==> config.mk <==
export PLATFORM = sky130hd
export DESIGN_NAME = uart_bus_bridge_flat
export DESIGN_NICKNAME = d
export VERILOG_FILES = /design/src/rtl/uart_bus_bridge_if.sv /design/src/rtl/uart_bus_bridge.sv /design/src/flat_wrapper.sv
export SDC_FILE = /design/constraint.sdc
export NUM_CORES = 1
export LEC_CHECK = 0
export ABC_AREA = 1
export BUFFER_PORTS_ARGS = -buffer_cell sky130_fd_sc_hd__buf_4
export CORE_MARGIN = 1.5
export CORE_UTILIZATION = 49
export DETAILED_ROUTE_END_ITERATION = 16
export PLACE_DENSITY = 0.72
export SYNTH_ARGS = -nofsm -noshare
export SYNTH_HDL_FRONTEND = slang
export SYNTH_SLANG_ARGS = --single-unit
export TNS_END_PERCENT = 50
==> constraint.sdc <==
create_clock -name clk -period 2.3 [get_ports clk]
set_input_delay 0.46 -clock clk [delete_from_list [all_inputs] [get_ports clk]]
set_output_delay 0.46 -clock clk [all_outputs]
set_load 0.01 [all_outputs]
==> src/rtl/uart_bus_bridge_if.sv <==
// uart_bus_bridge_if
// Signal bundle between the UART/bus bridge and its surroundings.
//   UART data-register port:
//     uart_dat_do  [31:0] receive register, 32'hFFFFFFFF when empty
//     uart_dat_re         pulse that consumes the received byte
//     uart_dat_we         pulse that starts transmission of uart_dat_di[7:0]
//     uart_dat_di  [31:0] transmit byte, upper bits zero
//     uart_dat_ack        pulse when the UART has finished shifting a byte
//   Native memory bus (valid/ready):
//     mem_valid, mem_ready, mem_addr, mem_wdata, mem_wstrb, mem_rdata
// The bridge connects through the master modport; the UART and the bus
// target (or a testbench standing in for them) use the slave modport.
interface uart_bus_bridge_if;
    logic [31:0] uart_dat_do;
    logic        uart_dat_re;
    logic        uart_dat_we;
    logic [31:0] uart_dat_di;
    logic        uart_dat_ack;

    logic        mem_valid;
    logic        mem_ready;
    logic [31:0] mem_addr;
    logic [31:0] mem_wdata;
    logic [3:0]  mem_wstrb;
    logic [31:0] mem_rdata;

    modport master (
        input  uart_dat_do, uart_dat_ack, mem_ready, mem_rdata,
        output uart_dat_re, uart_dat_we, uart_dat_di,
               mem_valid, mem_addr, mem_wdata, mem_wstrb
    );

    modport slave (
        output uart_dat_do, uart_dat_ack, mem_ready, mem_rdata,
        input  uart_dat_re, uart_dat_we, uart_dat_di,
               mem_valid, mem_addr, mem_wdata, mem_wstrb
    );
endinterface

==> src/rtl/uart_bus_bridge.sv <==
// uart_bus_bridge
// Host-debug bridge: pulls command frames from the UART receive register,
// performs one 32-bit bus read or write per frame and returns a response
// through the UART transmit register.
//   Frames (LSB first):  write = 57 a0 a1 a2 a3 d0 d1 d2 d3
//                        read  = 52 a0 a1 a2 a3
//   Responses:           write = status; read = status d0 d1 d2 d3
//                        status 4B = ok, 45 = bus timeout (read data FFFFFFFF)
// Ports:
//   clk     system clock
//   resetn  asynchronous active-low reset
//   br      uart_bus_bridge_if.master (UART data-register port + memory bus)
//   busy    high whenever the bridge is not waiting for a command byte
// Parameters:
//   BUS_TIMEOUT  cycles mem_valid may wait for mem_ready (0 disables)
//   RX_GAP       idle cycles allowed inside a frame before it is dropped (0 disables)
module uart_bus_bridge #(
    parameter int unsigned BUS_TIMEOUT = 32'd4096,
    parameter int unsigned RX_GAP      = 32'd1000000
) (
    input  logic              clk,
    input  logic              resetn,
    uart_bus_bridge_if.master br,
    output logic              busy
);
    localparam logic [7:0] OP_WRITE  = 8'h57;
    localparam logic [7:0] OP_READ   = 8'h52;
    localparam logic [7:0] STAT_OK   = 8'h4B;
    localparam logic [7:0] STAT_ERR  = 8'h45;

    // TX_SEND/TX_WAIT together form the transmit phase: one cycle to pulse
    // uart_dat_we, then wait for the UART to report the byte as shifted.
    typedef enum logic [2:0] {
        ST_RX_CMD,
        ST_RX_ADDR,
        ST_RX_DATA,
        ST_BUS,
        ST_TX_SEND,
        ST_TX_WAIT
    } state_t;

    state_t      state_q, state_d;
    logic        re_q;
    logic        op_write_q;
    logic [1:0]  rx_idx_q;
    logic [2:0]  tx_idx_q;
    logic [31:0] gap_cnt_q;
    logic [31:0] bus_cnt_q;
    logic [31:0] addr_q;
    logic [31:0] wdata_q;
    logic [31:0] rdata_q;
    logic [7:0]  status_q;

    logic        rx_state;
    logic        byte_valid;
    logic [7:0]  rx_byte;
    logic        gap_hit;
    logic        bus_to;
    logic        tx_last;
    logic [7:0]  tx_byte;

    assign rx_state = (state_q == ST_RX_CMD) || (state_q == ST_RX_ADDR) ||
                      (state_q == ST_RX_DATA);
    // The UART register still shows the consumed byte in the cycle right
    // after a read strobe, so that cycle is skipped.
    assign byte_valid = rx_state && !re_q && (br.uart_dat_do != 32'hFFFF_FFFF);
    assign rx_byte    = br.uart_dat_do[7:0];

    // Both limits fire on the edge where the count would reach the limit.
    assign gap_hit = (RX_GAP != 32'd0) && (gap_cnt_q >= RX_GAP - 32'd1);
    assign bus_to  = (BUS_TIMEOUT != 32'd0) && (bus_cnt_q >= BUS_TIMEOUT - 32'd1);

    assign tx_last = op_write_q ? (tx_idx_q == 3'd0) : (tx_idx_q == 3'd4);

    always_comb begin
        tx_byte = 8'h00;
        case (tx_idx_q)
            3'd0:    tx_byte = status_q;
            3'd1:    tx_byte = rdata_q[7:0];
            3'd2:    tx_byte = rdata_q[15:8];
            3'd3:    tx_byte = rdata_q[23:16];
            3'd4:    tx_byte = rdata_q[31:24];
            default: tx_byte = 8'h00;
        endcase
    end

    // NOTE: non-blocking assignments for every flop so all state updates
    // see the pre-edge values regardless of process ordering.
    always_ff @(posedge clk or negedge resetn) begin
        if (!resetn) state_q <= ST_RX_CMD;
        else         state_q <= state_d;
    end

    // NOTE: every combinational output gets a default first so no path
    // through the case statement can infer a latch.
    always_comb begin
        state_d = state_q;
        case (state_q)
            ST_RX_CMD: begin
                if (byte_valid && (rx_byte == OP_WRITE || rx_byte == OP_READ))
                    state_d = ST_RX_ADDR;
            end
            ST_RX_ADDR: begin
                if (byte_valid) begin
                    if (rx_idx_q == 2'd3) state_d = op_write_q ? ST_RX_DATA : ST_BUS;
                end else if (gap_hit) begin
                    state_d = ST_RX_CMD;
                end
            end
            ST_RX_DATA: begin
                if (byte_valid) begin
                    if (rx_idx_q == 2'd3) state_d = ST_BUS;
                end else if (gap_hit) begin
                    state_d = ST_RX_CMD;
                end
            end
            ST_BUS: begin
                if (br.mem_ready || bus_to) state_d = ST_TX_SEND;
            end
            ST_TX_SEND: state_d = ST_TX_WAIT;
            ST_TX_WAIT: begin
                if (br.uart_dat_ack) state_d = tx_last ? ST_RX_CMD : ST_TX_SEND;
            end
            default: state_d = ST_RX_CMD;
        endcase
    end

    always_ff @(posedge clk or negedge resetn) begin
        if (!resetn) begin
            re_q       <= 1'b0;
            op_write_q <= 1'b0;
            rx_idx_q   <= 2'd0;
            tx_idx_q   <= 3'd0;
            gap_cnt_q  <= 32'd0;
            bus_cnt_q  <= 32'd0;
            addr_q     <= 32'd0;
            wdata_q    <= 32'd0;
            rdata_q    <= 32'd0;
            status_q   <= 8'h00;
        end else begin
            re_q <= byte_valid;

            // Counters restart on every state entry and saturate instead of
            // wrapping, so a disabled limit can never alias to a match.
            if (state_d != state_q) begin
                gap_cnt_q <= 32'd0;
                bus_cnt_q <= 32'd0;
            end else begin
                if (state_q == ST_RX_ADDR || state_q == ST_RX_DATA) begin
                    if (byte_valid)                gap_cnt_q <= 32'd0;
                    else if (gap_cnt_q != '1)      gap_cnt_q <= gap_cnt_q + 32'd1;
                end
                if (state_q == ST_BUS && bus_cnt_q != '1)
                    bus_cnt_q <= bus_cnt_q + 32'd1;
            end

            case (state_q)
                ST_RX_CMD: begin
                    if (byte_valid && (rx_byte == OP_WRITE || rx_byte == OP_READ)) begin
                        op_write_q <= (rx_byte == OP_WRITE);
                        rx_idx_q   <= 2'd0;
                    end
                end
                ST_RX_ADDR: begin
                    if (byte_valid) begin
                        addr_q   <= {rx_byte, addr_q[31:8]};
                        rx_idx_q <= rx_idx_q + 2'd1;
                    end
                end
                ST_RX_DATA: begin
                    if (byte_valid) begin
                        wdata_q  <= {rx_byte, wdata_q[31:8]};
                        rx_idx_q <= rx_idx_q + 2'd1;
                    end
                end
                ST_BUS: begin
                    tx_idx_q <= 3'd0;
                    // Ready wins over a timeout landing on the same edge.
                    if (br.mem_ready) begin
                        rdata_q  <= br.mem_rdata;
                        status_q <= STAT_OK;
                    end else if (bus_to) begin
                        rdata_q  <= 32'hFFFF_FFFF;
                        status_q <= STAT_ERR;
                    end
                end
                ST_TX_WAIT: begin
                    if (br.uart_dat_ack && !tx_last) tx_idx_q <= tx_idx_q + 3'd1;
                end
                default: ;
            endcase
        end
    end

    assign br.uart_dat_re = byte_valid;
    assign br.uart_dat_we = (state_q == ST_TX_SEND);
    assign br.uart_dat_di = {24'h0, tx_byte};
    assign br.mem_valid   = (state_q == ST_BUS);
    assign br.mem_addr    = addr_q;
    assign br.mem_wdata   = wdata_q;
    assign br.mem_wstrb   = (state_q == ST_BUS && op_write_q) ? 4'hF : 4'h0;
    assign busy           = (state_q != ST_RX_CMD);
endmodule

==> src/flat_wrapper.sv <==
// flat-port wrapper written by rule: the top's interface ports become plain ports
module uart_bus_bridge_flat 
#(
    parameter int unsigned BUS_TIMEOUT = 32'd4096,
    parameter int unsigned RX_GAP      = 32'd1000000
)
  (clk, resetn, busy, br_uart_dat_do, br_uart_dat_ack, br_mem_ready, br_mem_rdata, br_uart_dat_re, br_uart_dat_we, br_uart_dat_di, br_mem_valid, br_mem_addr, br_mem_wdata, br_mem_wstrb);
  uart_bus_bridge_if br_i ();
  input  logic clk;
  input  logic resetn;
  output logic busy;
  input wire logic [$bits(br_i.uart_dat_do)-1:0] br_uart_dat_do;
  input wire logic [$bits(br_i.uart_dat_ack)-1:0] br_uart_dat_ack;
  input wire logic [$bits(br_i.mem_ready)-1:0] br_mem_ready;
  input wire logic [$bits(br_i.mem_rdata)-1:0] br_mem_rdata;
  output wire logic [$bits(br_i.uart_dat_re)-1:0] br_uart_dat_re;
  output wire logic [$bits(br_i.uart_dat_we)-1:0] br_uart_dat_we;
  output wire logic [$bits(br_i.uart_dat_di)-1:0] br_uart_dat_di;
  output wire logic [$bits(br_i.mem_valid)-1:0] br_mem_valid;
  output wire logic [$bits(br_i.mem_addr)-1:0] br_mem_addr;
  output wire logic [$bits(br_i.mem_wdata)-1:0] br_mem_wdata;
  output wire logic [$bits(br_i.mem_wstrb)-1:0] br_mem_wstrb;
  assign br_i.uart_dat_do = br_uart_dat_do;
  assign br_i.uart_dat_ack = br_uart_dat_ack;
  assign br_i.mem_ready = br_mem_ready;
  assign br_i.mem_rdata = br_mem_rdata;
  assign br_uart_dat_re = br_i.uart_dat_re;
  assign br_uart_dat_we = br_i.uart_dat_we;
  assign br_uart_dat_di = br_i.uart_dat_di;
  assign br_mem_valid = br_i.mem_valid;
  assign br_mem_addr = br_i.mem_addr;
  assign br_mem_wdata = br_i.mem_wdata;
  assign br_mem_wstrb = br_i.mem_wstrb;
  uart_bus_bridge #(.BUS_TIMEOUT(BUS_TIMEOUT), .RX_GAP(RX_GAP)) u_core (.clk(clk), .resetn(resetn), .br(br_i), .busy(busy));
endmodule
==> flow_summary_export.csv <==
group,metric,value,unit
floorplan,die_w,141,um
cells_and_area,nets,1430,
timing,fin_tns_setup,0,ps
global_route,antenna_found_initial,0,
synthesis,synth-async-reset-ratio,1.00,
critical_path,worstPathRequired,1840,ps
timing,finalClockSkew,14.0,ps
routing,drc_errors,0,
timing,finalMaxSlewViolations,0,
cts,root_buffer,"clkbuf_16",
cells_and_area,syn_to_final_growth,23.7,%
synthesis,synth_top_cell_area_share,0.463,
timing,fmax,438,MHz
global_route,busiest_layer,"met2",
cells_and_area,n_antenna_cell,0,
timing,fin_ws,15.0,ps
power_and_ir_drop,ir_drop,0.763,mV
floorplan,die_area,19900,sq um
synthesis,yosysMostFrequentCell,"nand2_1",
synthesis,yosys_warnings,0,
floorplan,rows,50,
routing,avgRoutedWirePerCell,13.7,um
routing,ant_nets,0,
floorplan,io_pins,172,
critical_path,endpoint_kind,"primary output",
placement,place_inst,1549,
global_route,grt_overflow_total,0,
critical_path,crit_fanout,7,
critical_path,start_kind,"register",
synthesis,synth_area,9350,sq um
cts,cts_tree,"built",
routing,first_iter_violations,520,
timing,finalHoldViolCount,0,
power_and_ir_drop,power_density,958,nW/um^2
global_route,grt_pass1_vias,7715,
floorplan,start_util,0.500,
critical_path,critical_path_class,"reg -> out",
global_route,grtUsageTotal,0.225,
global_route,use_met2,0.371,
synthesis,synth_edf_count,0,
placement,dp_slack,145,ps
placement,gp_congestion,0.933,
cts,clk_latency,440,ps
status,status,"finished clean",
cts,htree_levels,4,
floorplan,die_height,141,um
floorplan,fp.coreArea,18700,sq um
timing,timing.hold.ws,237,ps
power_and_ir_drop,p_leak,5.48,nW
global_route,grt_max_degree,61,
run,maxCapViolCount,0,
timing,slew_headroom,0.619,
synthesis,syn_inst,1186,
timing,max_slew.worst_pin.slew,566,ps
synthesis,yosysSeqAreaShare,0.463,
cells_and_area,fin_area,11600,sq um
cts,cts_buffers,17,
routing,vias,8131,
routing,first_pass_iters,6,
placement,port-buffer-count,147,
critical_path,cp.arrival,1830,ps
cts,clk_pin_slew,80,ps
synthesis,post_synth.cell_area_avg,7.88,sq um
cells_and_area,fillers,1611,
cells_and_area,postLayoutCoreUtil,0.618,
synthesis,synth_cell_types,45,
placement,place_hpwl,15700,um
timing,setup_viol,0,
power_and_ir_drop,total_power,11.1,mW
placement,post_dp_cell_area,10700,sq um
cells_and_area,final_layout_size_suffix_gt1_frac,0.225,
synthesis,synthTopCellsByArea,"dfrtp_1, nand2_1, nor2_1, inv_1, o21ai_0",
cells_and_area,final_cells,1601,
synthesis,synth_common_cells,"nand2_1, nor2_1, dfrtp_1",
cts,numClockSinks,173,
synthesis,yosysTopAreaCell,"dfrtp_1",
routing,routed_wl,21900,um
hold_path,hold_path_class,"in -> reg",
global_route,use_met3,0.0353,
synthesis,ys_dominant_reg_cell,"dfrtp_1",
timing,fin_crit_sh,0.993,
global_route,grt_pass1_wl,36600,um
routing,via_per_inst,5.08,
timing,fin_crit,2290,ps
cts,cts.path.max_buffers,2,
global_route,grtUsageMet1,0.309,
synthesis,ys_ff_latch,173,
timing,grt_setup_unrepaired,"true",
-- flip-flops by register name (all words and copies together), names as in the netlist --
| name | cells |
|---|---|
| u_core.rx_idx_q | 2 |
| u_core.br.mem_wdata | 32 |
| u_core.tx_idx_q | 3 |
| u_core.state_q | 3 |
| u_core.op_write_q | 1 |
| u_core.bus_cnt_q | 32 |
| u_core.status_q | 3 |
| u_core.re_q | 1 |
| u_core.rdata_q | 32 |
| u_core.br.mem_addr | 32 |
| u_core.gap_cnt_q | 32 |
-- cell usage in the layout, fill, tap and decap left out, types with 20 or more instances in the layout --
cell type	instances
nand3_1	57
dfrtp_1	171
nand2_1	249
nor2_1	198
o21ai_0	57
nor3_1	29
inv_1	123
nand4_1	20
conb_1	24
xor2_1	24
buf_4	174
a21oi_1	42
-- worst max-delay path: stages, from the launching register on --
cell,delay [ps]
dfrtp_1,420
ha_2,210
ha_4,170
inv_6,80
o22ai_1,90
a221o_1,290
buf_6,130
-- per-layer routing --
metal | part of all wire | wire (um) | vias up
met5 | 0 | 0 | -
met4 | 0.013 | 274 | 0
met3 | 0.048 | 1050 | 24
met2 | 0.47 | 10300 | 220
met1 | 0.47 | 10300 | 3827
li1 | - | - | 4060
-- final timing paths --
kind	from	endpoint	slack [ps]	depth (start not counted)
min in group asynchronous	resetn	u_core.br.mem_wdata[8]	530	2
max reg2reg	u_core.gap_cnt_q[1]	u_core.bus_cnt_q[12]	210	17
max	u_core.tx_idx_q[0]	br_uart_dat_di[5]	10	6
min reg2reg	u_core.status_q[0]	u_core.status_q[0]	490	1
min	br_mem_rdata[4]	u_core.rdata_q[4]	240	2
max in group asynchronous	resetn	u_core.rdata_q[16]	1080	3
-- logic make-up after synthesis --
group                    synth area share
AND/OR/NAND/NOR                     0.278
buffers and inverters               0.104
flip-flops                          0.463
AO/OA/AOI/OAI                      0.0898
XOR/XNOR                           0.0337
multiplexers                       0.0193
adder cells (fa/ha/maj)            0.0107
other                            0.000401
-- area by class of cell --
class	count	area [sq um]	share of cell area
repair inverters	1	7.51	0.000649
repair buffers	189	1570	0.136
flip-flops and latches	173	4330	0.375
well taps	234	293	0.0253
inverters	139	538	0.0465
clock inverters	14	148	0.0128
clock buffers	18	439	0.0380
multi-input cells	833	4240	0.366
-- what timing repair did --
action                                  CTS  global route
endpoints found under the hold margin    44             0
pin swaps                                 3             5
endpoints found under the setup margin   13            80
cloned                                    0             2
resized for setup                        27            23
hold buffers                              1             0
setup buffers                             3            14
-- power breakdown --
part | switching [mW] | internal [mW]
Sequential | 0.408 | 3.59
Combinational | 2.28 | 1.97
Clock | 1.34 | 1.48
Total | 4.03 | 7.04
(Power assumes the default switching activity.)
